[src/rtl/mci_pkg.sv]
// mci_pkg: shared types and constants for the MCI CIF decoder.
// Also provides the assertion macros used by the decoder if no project-wide
// definition has been pulled in first.

`ifndef CALIPTRA_ASSERT_MUTEX
`define CALIPTRA_ASSERT_MUTEX(name, sig, clk, rst) \
  name: assert property (@(posedge clk) disable iff (rst) $onehot0(sig));
`endif

`ifndef CALIPTRA_ASSERT_INIT
`define CALIPTRA_ASSERT_INIT(name, cond, clk) \
  name: assert property (@(posedge clk) (cond));
`endif

package mci_pkg;

  typedef enum logic [1:0] {
    MCI_CIF_DEC_IDLE  = 2'd0,
    MCI_CIF_DEC_BUSY  = 2'd1,
    MCI_CIF_DEC_ABORT = 2'd2,
    MCI_CIF_DEC_DRAIN = 2'd3
  } mci_cif_dec_state_e;

  localparam int MCI_CIF_DEC_MAX_TGT = 16;

  // Default MCI map: 0 reg, 1 trace buffer, 2 mailbox0, 3 mailbox1, 4 SRAM
  localparam int MCI_CIF_DEC_DEF_NUM_TGT = 5;
  localparam logic [4:0][31:0] MCI_CIF_DEC_DEF_BASE = {
    32'h00C0_0000, 32'h0080_0000, 32'h0040_0000, 32'h0001_0000, 32'h0000_0000
  };
  localparam logic [4:0][31:0] MCI_CIF_DEC_DEF_LIMIT = {
    32'h00FF_FFFF, 32'h009F_FFFF, 32'h005F_FFFF, 32'h0001_0FFF, 32'h0000_0FFF
  };

endpackage

[src/rtl/cif_if.sv]
// cif_if: CIF request/response bundle.
// req_data packs {addr, user, write, wstrb, wdata}, MSB first.
interface cif_if #(
  parameter int ADDR_W = 32,
  parameter int DATA_W = 32,
  parameter int USER_W = 32
) ();
  localparam int REQ_W = ADDR_W + USER_W + 1 + DATA_W/8 + DATA_W;

  logic              dv;
  logic [REQ_W-1:0]  req_data;
  logic              hold;
  logic              error;
  logic [DATA_W-1:0] rdata;

  modport request  (output dv, req_data, input  hold, error, rdata);
  modport response (input  dv, req_data, output hold, error, rdata);
endinterface

[src/rtl/mci_cif_priv_user_detect.sv]
// mci_cif_priv_user_detect: flags a request whose AXI user matches one strap.
// An all-zeros strap disables the detector, an all-ones strap matches any user.
module mci_cif_priv_user_detect #(
  parameter int USER_W = 32
) (
  input  logic              dv,
  input  logic [USER_W-1:0] user,
  input  logic [USER_W-1:0] strap,
  output logic              priv
);

  // Strap decode: disabled / force-enable / exact match
  always_comb begin
    if (strap == '0) begin
      priv = 1'b0;
    end else if (&strap) begin
      priv = dv;
    end else begin
      priv = dv & (user == strap);
    end
  end

endmodule

[src/rtl/mci_cif_multi_decode.sv]
// mci_cif_multi_decode: fans the SoC-side CIF response port out to NUM_TGT
// windowed targets. A held target is tracked by index so the address is not
// re-decoded mid-transaction. Defining MCI_CIF_DECODE_TIMEOUT_EN adds the hold
// timeout (ABORT/DRAIN states and timeout status); without it BUSY waits
// indefinitely and the timeout outputs are tied to 0.
module mci_cif_multi_decode
  import mci_pkg::*;
#(
  parameter int NUM_TGT  = 5,
  parameter int NUM_PRIV = 4,
  parameter int ADDR_W   = 32,
  parameter int DATA_W   = 32,
  parameter int USER_W   = 32,
  parameter logic [NUM_TGT-1:0][ADDR_W-1:0] TGT_BASE  = '{default:'0},
  parameter logic [NUM_TGT-1:0][ADDR_W-1:0] TGT_LIMIT = '{default:'0},
  parameter int TIMEOUT_CYCLES = 256,
  localparam int IDX_W = (NUM_TGT > 1) ? $clog2(NUM_TGT) : 1,
  localparam int REQ_W = ADDR_W + USER_W + 1 + DATA_W/8 + DATA_W
) (
  input  logic                              clk,
  input  logic                              rst_b,
  cif_if.response                           soc_resp_if,
  output logic [NUM_TGT-1:0]                tgt_dv,
  output logic [REQ_W-1:0]                  tgt_req_data,
  input  logic [NUM_TGT-1:0][DATA_W-1:0]    tgt_rdata,
  input  logic [NUM_TGT-1:0]                tgt_hold,
  input  logic [NUM_TGT-1:0]                tgt_error,
  input  logic [NUM_TGT-1:0]                tgt_en,
  input  logic [NUM_PRIV-1:0][USER_W-1:0]   strap_priv_user,
  output logic [NUM_PRIV-1:0]               priv_req,
  output logic                              timeout_pulse,
  output logic [IDX_W-1:0]                  timeout_tgt,
  output logic [7:0]                        timeout_cnt
);

  logic               dv;
  logic [ADDR_W-1:0]  req_addr;
  logic [USER_W-1:0]  req_user;
  logic [NUM_TGT-1:0] hit;
  logic [IDX_W-1:0]   hit_idx;

  mci_cif_dec_state_e state_q, state_d;
  logic [IDX_W-1:0]   idx_q, idx_d;
  logic [IDX_W-1:0]   sel;
  logic               route;
  logic               soc_hold, soc_err;
  logic [DATA_W-1:0]  soc_rdata;

  assign dv           = soc_resp_if.dv;
  assign req_addr     = soc_resp_if.req_data[REQ_W-1 -: ADDR_W];
  assign req_user     = soc_resp_if.req_data[REQ_W-ADDR_W-1 -: USER_W];
  assign tgt_req_data = soc_resp_if.req_data;

  // Window decode; windows are disjoint so at most one bit is set
  always_comb begin
    hit     = '0;
    hit_idx = '0;
    for (int i = 0; i < NUM_TGT; i++) begin
      hit[i] = dv & tgt_en[i] & (req_addr >= TGT_BASE[i]) & (req_addr <= TGT_LIMIT[i]);
      if (hit[i]) hit_idx = IDX_W'(i);
    end
  end

`ifdef MCI_CIF_DECODE_TIMEOUT_EN
  localparam int CNT_W = $clog2(TIMEOUT_CYCLES) + 1;
  logic [CNT_W-1:0] cnt_q, cnt_d;
  logic             tp_q, tp_d;
  logic [IDX_W-1:0] tt_q, tt_d;
  logic [7:0]       tc_q, tc_d;
`endif

  // Next state and SoC response steering
  always_comb begin
    state_d   = state_q;
    idx_d     = idx_q;
    route     = 1'b0;
    sel       = idx_q;
    soc_hold  = 1'b0;
    soc_err   = 1'b0;
    soc_rdata = '0;
    tgt_dv    = '0;
    case (state_q)
      MCI_CIF_DEC_IDLE: begin
        if (|hit) begin
          route = 1'b1;
          sel   = hit_idx;
          if (tgt_hold[hit_idx]) begin
            state_d = MCI_CIF_DEC_BUSY;
            idx_d   = hit_idx;
          end
        end else if (dv) begin
          soc_err = 1'b1;
        end
      end
      MCI_CIF_DEC_BUSY: begin
        if (!dv) begin
          state_d = MCI_CIF_DEC_IDLE;
        end else begin
          route = 1'b1;
          if (!tgt_hold[idx_q]) begin
            state_d = MCI_CIF_DEC_IDLE;
          end
`ifdef MCI_CIF_DECODE_TIMEOUT_EN
          else if (cnt_q == CNT_W'(TIMEOUT_CYCLES - 1)) begin
            state_d = MCI_CIF_DEC_ABORT;
          end
`endif
        end
      end
`ifdef MCI_CIF_DECODE_TIMEOUT_EN
      MCI_CIF_DEC_ABORT: begin
        soc_err = 1'b1;
        state_d = MCI_CIF_DEC_DRAIN;
      end
      MCI_CIF_DEC_DRAIN: begin
        // stall any new request until the aborted target lets go
        soc_hold = dv;
        if (!tgt_hold[idx_q]) state_d = MCI_CIF_DEC_IDLE;
      end
`endif
      default: state_d = MCI_CIF_DEC_IDLE;
    endcase
    if (route) begin
      tgt_dv[sel] = 1'b1;
      soc_hold    = tgt_hold[sel];
      soc_err     = tgt_error[sel];
      soc_rdata   = tgt_rdata[sel];
    end
  end

  assign soc_resp_if.hold  = soc_hold;
  assign soc_resp_if.error = soc_err;
  assign soc_resp_if.rdata = soc_rdata;

`ifdef MCI_CIF_DECODE_TIMEOUT_EN
  // Hold counter and abort status; status registers change on BUSY->ABORT
  always_comb begin
    cnt_d = '0;
    if (state_q == MCI_CIF_DEC_IDLE && state_d == MCI_CIF_DEC_BUSY) begin
      cnt_d = CNT_W'(1);
    end else if (state_q == MCI_CIF_DEC_BUSY && state_d == MCI_CIF_DEC_BUSY) begin
      cnt_d = cnt_q + CNT_W'(1);
    end
    tp_d = (state_q == MCI_CIF_DEC_BUSY) && (state_d == MCI_CIF_DEC_ABORT);
    tt_d = tp_d ? idx_q : tt_q;
    tc_d = (tp_d && tc_q != 8'hFF) ? tc_q + 8'd1 : tc_q;
  end

  // Timeout state registers
  always_ff @(posedge clk or negedge rst_b) begin
    if (!rst_b) begin
      cnt_q <= '0;
      tp_q  <= 1'b0;
      tt_q  <= '0;
      tc_q  <= '0;
    end else begin
      cnt_q <= cnt_d;
      tp_q  <= tp_d;
      tt_q  <= tt_d;
      tc_q  <= tc_d;
    end
  end

  assign timeout_pulse = tp_q;
  assign timeout_tgt   = tt_q;
  assign timeout_cnt   = tc_q;
`else
  assign timeout_pulse = 1'b0;
  assign timeout_tgt   = '0;
  assign timeout_cnt   = '0;
`endif

  // FSM state and held target index
  always_ff @(posedge clk or negedge rst_b) begin
    if (!rst_b) begin
      state_q <= MCI_CIF_DEC_IDLE;
      idx_q   <= '0;
    end else begin
      state_q <= state_d;
      idx_q   <= idx_d;
    end
  end

  for (genvar k = 0; k < NUM_PRIV; k++) begin : g_priv
    mci_cif_priv_user_detect #(.USER_W(USER_W)) u_priv (
      .dv    (dv),
      .user  (req_user),
      .strap (strap_priv_user[k]),
      .priv  (priv_req[k])
    );
  end

  function automatic logic windows_ok();
    windows_ok = (TIMEOUT_CYCLES >= 2) && (NUM_TGT >= 1) && (NUM_TGT <= MCI_CIF_DEC_MAX_TGT);
    for (int i = 0; i < NUM_TGT; i++) begin
      if (TGT_BASE[i] > TGT_LIMIT[i]) windows_ok = 1'b0;
      for (int j = i + 1; j < NUM_TGT; j++) begin
        if (!((TGT_LIMIT[i] < TGT_BASE[j]) || (TGT_LIMIT[j] < TGT_BASE[i]))) windows_ok = 1'b0;
      end
    end
  endfunction

  `CALIPTRA_ASSERT_MUTEX(ERR_CIF_DEC_HIT_MUTEX, hit, clk, !rst_b)
  `CALIPTRA_ASSERT_INIT(ERR_CIF_DEC_WINDOWS, windows_ok(), clk)

endmodule

[src/flat_wrapper.sv]
// flat-port wrapper written by rule: the top's interface ports become plain ports
module mci_cif_multi_decode_flat import mci_pkg::*;
#(
  parameter int NUM_TGT  = 5,
  parameter int NUM_PRIV = 4,
  parameter int ADDR_W   = 32,
  parameter int DATA_W   = 32,
  parameter int USER_W   = 32,
  parameter logic [NUM_TGT-1:0][ADDR_W-1:0] TGT_BASE  = '{default:'0},
  parameter logic [NUM_TGT-1:0][ADDR_W-1:0] TGT_LIMIT = '{default:'0},
  parameter int TIMEOUT_CYCLES = 256,
  localparam int IDX_W = (NUM_TGT > 1) ? $clog2(NUM_TGT) : 1,
  localparam int REQ_W = ADDR_W + USER_W + 1 + DATA_W/8 + DATA_W
)
  (clk, rst_b, tgt_dv, tgt_req_data, tgt_rdata, tgt_hold, tgt_error, tgt_en, strap_priv_user, priv_req, timeout_pulse, timeout_tgt, timeout_cnt, soc_resp_if_dv, soc_resp_if_req_data, soc_resp_if_hold, soc_resp_if_error, soc_resp_if_rdata);
  cif_if #(.ADDR_W(ADDR_W), .DATA_W(DATA_W), .USER_W(USER_W)) soc_resp_if_i ();
  input  logic clk;
  input  logic rst_b;
  output logic [NUM_TGT-1:0] tgt_dv;
  output logic [REQ_W-1:0] tgt_req_data;
  input  logic [NUM_TGT-1:0][DATA_W-1:0] tgt_rdata;
  input  logic [NUM_TGT-1:0] tgt_hold;
  input  logic [NUM_TGT-1:0] tgt_error;
  input  logic [NUM_TGT-1:0] tgt_en;
  input  logic [NUM_PRIV-1:0][USER_W-1:0] strap_priv_user;
  output logic [NUM_PRIV-1:0] priv_req;
  output logic timeout_pulse;
  output logic [IDX_W-1:0] timeout_tgt;
  output logic [7:0] timeout_cnt;
  input wire logic [$bits(soc_resp_if_i.dv)-1:0] soc_resp_if_dv;
  input wire logic [$bits(soc_resp_if_i.req_data)-1:0] soc_resp_if_req_data;
  output wire logic [$bits(soc_resp_if_i.hold)-1:0] soc_resp_if_hold;
  output wire logic [$bits(soc_resp_if_i.error)-1:0] soc_resp_if_error;
  output wire logic [$bits(soc_resp_if_i.rdata)-1:0] soc_resp_if_rdata;
  assign soc_resp_if_i.dv = soc_resp_if_dv;
  assign soc_resp_if_i.req_data = soc_resp_if_req_data;
  assign soc_resp_if_hold = soc_resp_if_i.hold;
  assign soc_resp_if_error = soc_resp_if_i.error;
  assign soc_resp_if_rdata = soc_resp_if_i.rdata;
  mci_cif_multi_decode #(.NUM_TGT(NUM_TGT), .NUM_PRIV(NUM_PRIV), .ADDR_W(ADDR_W), .DATA_W(DATA_W), .USER_W(USER_W), .TGT_BASE(TGT_BASE), .TGT_LIMIT(TGT_LIMIT), .TIMEOUT_CYCLES(TIMEOUT_CYCLES)) u_core (.clk(clk), .rst_b(rst_b), .soc_resp_if(soc_resp_if_i), .tgt_dv(tgt_dv), .tgt_req_data(tgt_req_data), .tgt_rdata(tgt_rdata), .tgt_hold(tgt_hold), .tgt_error(tgt_error), .tgt_en(tgt_en), .strap_priv_user(strap_priv_user), .priv_req(priv_req), .timeout_pulse(timeout_pulse), .timeout_tgt(timeout_tgt), .timeout_cnt(timeout_cnt));
endmodule
[config.mk]
export PLATFORM = sky130hd
export DESIGN_NAME = mci_cif_multi_decode_flat
export DESIGN_NICKNAME = d
export VERILOG_FILES = /design/src/rtl/mci_pkg.sv /design/src/rtl/cif_if.sv /design/src/rtl/mci_cif_priv_user_detect.sv /design/src/rtl/mci_cif_multi_decode.sv /design/src/flat_wrapper.sv
export SDC_FILE = /design/constraint.sdc
export NUM_CORES = 1
export LEC_CHECK = 0
export CAP_MARGIN = 20
export CELL_PAD_IN_SITES_DETAIL_PLACEMENT = 1
export CELL_PAD_IN_SITES_GLOBAL_PLACEMENT = 1
export CORE_AREA = 2 2 217 219
export CTS_CLUSTER_SIZE = 10
export DETAILED_ROUTE_END_ITERATION = 7
export DIE_AREA = 0 0 219 221
export PLACE_DENSITY = 0.67
export SETUP_SLACK_MARGIN = 0.2
export SLEW_MARGIN = 20
export SYNTH_ARGS = -nofsm -noshare
export SYNTH_HDL_FRONTEND = slang
export SYNTH_SLANG_ARGS = --single-unit
[constraint.sdc]
create_clock -name clk -period 2.8 [get_ports clk]
set_clock_uncertainty 0.1 [all_clocks]
set_input_delay 0.42 -clock clk [delete_from_list [all_inputs] [get_ports clk]]
set_output_delay 0.42 -clock clk [all_outputs]
set_load 0.1 [all_outputs]
==> out/metrics.cfg <==
[run_status]
status = complete, but fails checks
failed_checks = setup timing

[synth]
synth-seq-area-share_pct = 2.084
syn-cell-area_um2 = 4803
yosysUniqueCellTypes = 38
avgSynthCellArea_um2 = 6.718
synth_seq_cells = 4
netlist_instances = 715
ys_warn_count = 0

[timing]
period_share_pct = 128.8
tns_ns = -27.13
setup_viol = 39
hold_viol_final = 0
min_period_ns = 3.607
fmax_mhz = 277.2
rsz0062_at_grt = yes
fin_ws_ns = -0.8074
slew_violations = 0

[floorplanning]
ios = 563
row_count = 79
die-area_um2 = 48400
die_w_um = 219
coreArea_um2 = 46060
die_y_um = 221
start_util_pct = 10.43

[cells_and_area]
layout.nets = 1653
fill_cells = 5272
layout-drive-gt1-share_pct = 46.46
layout_commonest_cell = clkdlybuf4s50_1
syn2layout_area_growth_pct = 195.2
final_cell_mix = 189 x clkdlybuf4s50_1, 163 x buf_4, 111 x buf_12

[detailed_routing]
viasPerCell = 4.239
drc_errors = 0
drt-total-wl_um = 41110
ant_nets = 0
firstDrtPassIters = 5
wl_per_cell_um = 22.17
vias = 7859
drt_iter0_drc = 234

[power]
intPower_mw = 1.118
power.leakage_nw = 5.649
p_per_area_nw_per_um2 = 150.1
switching_power_mw = 1.010
p_seq_share_pct = 2.7
ir_worst_vdd_mv = 0.1917
pwr-share-comb_pct = 86.9
clock_power_share_pct = 10.3
total_power_mw = 2.129
swShare_pct = 47.46

[global_routing]
grt_antenna_before_repair = 3
grt_max_degree = 23
overflow = 0
grt_first_pass_wirelength_um = 56940
grtUsageTotal_pct = 15.55
grt_pass1_vias = 8509

[worst_setup_path]
crit_path_end_kind = output port
critPathLaunchType = input pin
worstPathMaxFanout = 9
cp.arrival_ns = 3.09
reg2reg_depth = 10
worstSetupPathType = in2out
required_ns = 2.28

[clock_network]
cts.sinks = 4
cts_tree = done
clock_latency_ns = 0.22
cts_hold_buffers = 0
htreeDepth = 1
clk_path_buf_depth = 2
root_buffer = clkbuf_16
cts_made_buffers = 3
clk_pin_slew_ns = 0.03

[hold_path]
holdCritPathClass = in2async

[placed_design]
hpwl_um = 32920
io_buffers = 476
globalplace.congestion = 0.9506

[job]
maxCapViolCount = 0

==> logic make-up after synthesis <==
group | synth area share (%)
other cells | 0.07807
flops | 2.084
simple gates | 30.82
buf+inv | 24.04
compound gates | 18.23
xor+xnor | 23.34
mux | 1.407
==> critical path, stage by stage <==
cell	delay (ns)
buf_2	0.12
nor4_4	0.26
nand4_1	0.15
buf_6	0.16
buf_6	0.11
nor4_4	0.26
buf_4	0.18
mux2i_4	0.24
buf_6	0.17
bufbuf_16	0.29
buf_4	0.12
nand2_1	0.08
a311oi_4	0.32
buf_12	0.22
==> routing by layer <==
layer | routed length (um) | track usage [%] | up-vias | share of wire, %
met5 | 0 | 0 | - | 0
met3 | 2642 | 2.653 | 54 | 6.4
li1 | - | - | 3563 | -
met4 | 1038 | 3.226 | 0 | 2.5
met2 | 21250 | 28.70 | 374 | 52
met1 | 16170 | 18.63 | 3868 | 39
==> synth_stat cells <==
master | n | area, um2
xnor2_1 | 128 | 1121
buf_4 | 121 | 908.4
nand4_1 | 74 | 462.9
nand2_1 | 71 | 266.5
nor4_1 | 53 | 331.6
a21oi_1 | 40 | 200.2
clkbuf_1 | 40 | 150.1
a311oi_1 | 33 | 289.0
a211oi_1 | 32 | 240.2
and2_1 | 31 | 193.9
nor2_1 | 21 | 78.83
buf_2 | 14 | 70.07
o21ai_0 | 7 | 35.03
nor3_1 | 6 | 30.03
a22oi_1 | 4 | 30.03
buf_1 | 4 | 15.01
dfrtp_1 | 4 | 100.1
or3_1 | 4 | 25.02
inv_1 | 3 | 11.26
mux2i_1 | 3 | 30.03
nor4_2 | 3 | 37.54
mux2_2 | 2 | 22.52
o22ai_1 | 2 | 12.51
a211o_1 | 1 | 8.760
a21boi_1 | 1 | 7.510
a21o_1 | 1 | 7.510
a221o_1 | 1 | 10.01
a32o_1 | 1 | 10.01
and3_1 | 1 | 6.260
conb_1 | 1 | 3.750
mux2_4 | 1 | 15.01
nand3_1 | 1 | 5.000
nor4_4 | 1 | 21.27
nor4b_2 | 1 | 15.01
o21bai_1 | 1 | 7.510
o2bb2ai_1 | 1 | 8.760
o31a_1 | 1 | 8.760
or2_1 | 1 | 6.260
==> state kept, by name (all words and copies together) (netlist names) <==
register	count
u_core.idx_q	3
u_core.state_q	1
==> final cells by class <==
type	instances	area, um2	area share, %
Tap cell	607	759.5	5.356
Inverter	3	11.26	0.07941
Antenna cell	3	7.507	0.05294
Clock buffer	3	75.07	0.5294
Multi-Input combinational cell	540	5376	37.91
Sequential cell	4	100.1	0.7058
Timing Repair Buffer	694	7851	55.36
==> power by group through the flow <==
stage / sequential [mW] / clock, mW / combinational (mW)
5_1_grt: 0.0582 / 0.227 / 1.92
4_1_cts: 0.0582 / 0.222 / 1.77
6_report: 0.0582 / 0.220 / 1.85
2_1_floorplan: 0.0589 / 0 / 1.05
3_3_place_gp: 0.0589 / 0 / 1.72
3_5_place_dp: 0.0589 / 0 / 1.73
==> stage by stage <==
stage	setup WS (ns)	hold WS, ns	cells	utilization (%)	instance area, um2
floorplan	-0.8096	0.02441	726	-	5575
CTS	-0.7999	0.3248	1827	28.74	13240
global route	-0.9161	0.3272	1853	30.78	14180
finish	-0.8074	0.3199	1854	30.79	14180
detailed placement	-1.340	0.4862	1780	26.11	12030
global placement	-1.382	0.4627	1780	26.11	12030
==> worst paths after layout <==
| check | startpoint | end | slack, ns |
|---|---|---|---|
| min in group clk | u_core.idx_q[1]$_DFFE_PN0P_ | u_core.idx_q[1]$_DFFE_PN0P_ | 0.50 |
| worst min-delay path | rst_b | u_core.state_q[0]$_DFFE_PN0P_ | 0.32 |
| worst max-delay path | soc_resp_if_req_data[81] | soc_resp_if_rdata[18] | -0.81 |
| worst max register to register | u_core.state_q[0]$_DFFE_PN0P_ | u_core.state_q[0]$_DFFE_PN0P_ | 0.42 |
| max in group asynchronous | rst_b | u_core.idx_q[1]$_DFFE_PN0P_ | 2.09 |
| worst min register to register | u_core.idx_q[1]$_DFFE_PN0P_ | u_core.idx_q[1]$_DFFE_PN0P_ | 0.50 |
==> timing repair <==
item                       4_1_cts  5_1_grt
gates resized for setup        367      193
setup endpoints to repair       47       45
setup buffers                   35       20
cloned                           9        4
pin swaps                       63       70
Power figures use the tool's default switching activity.
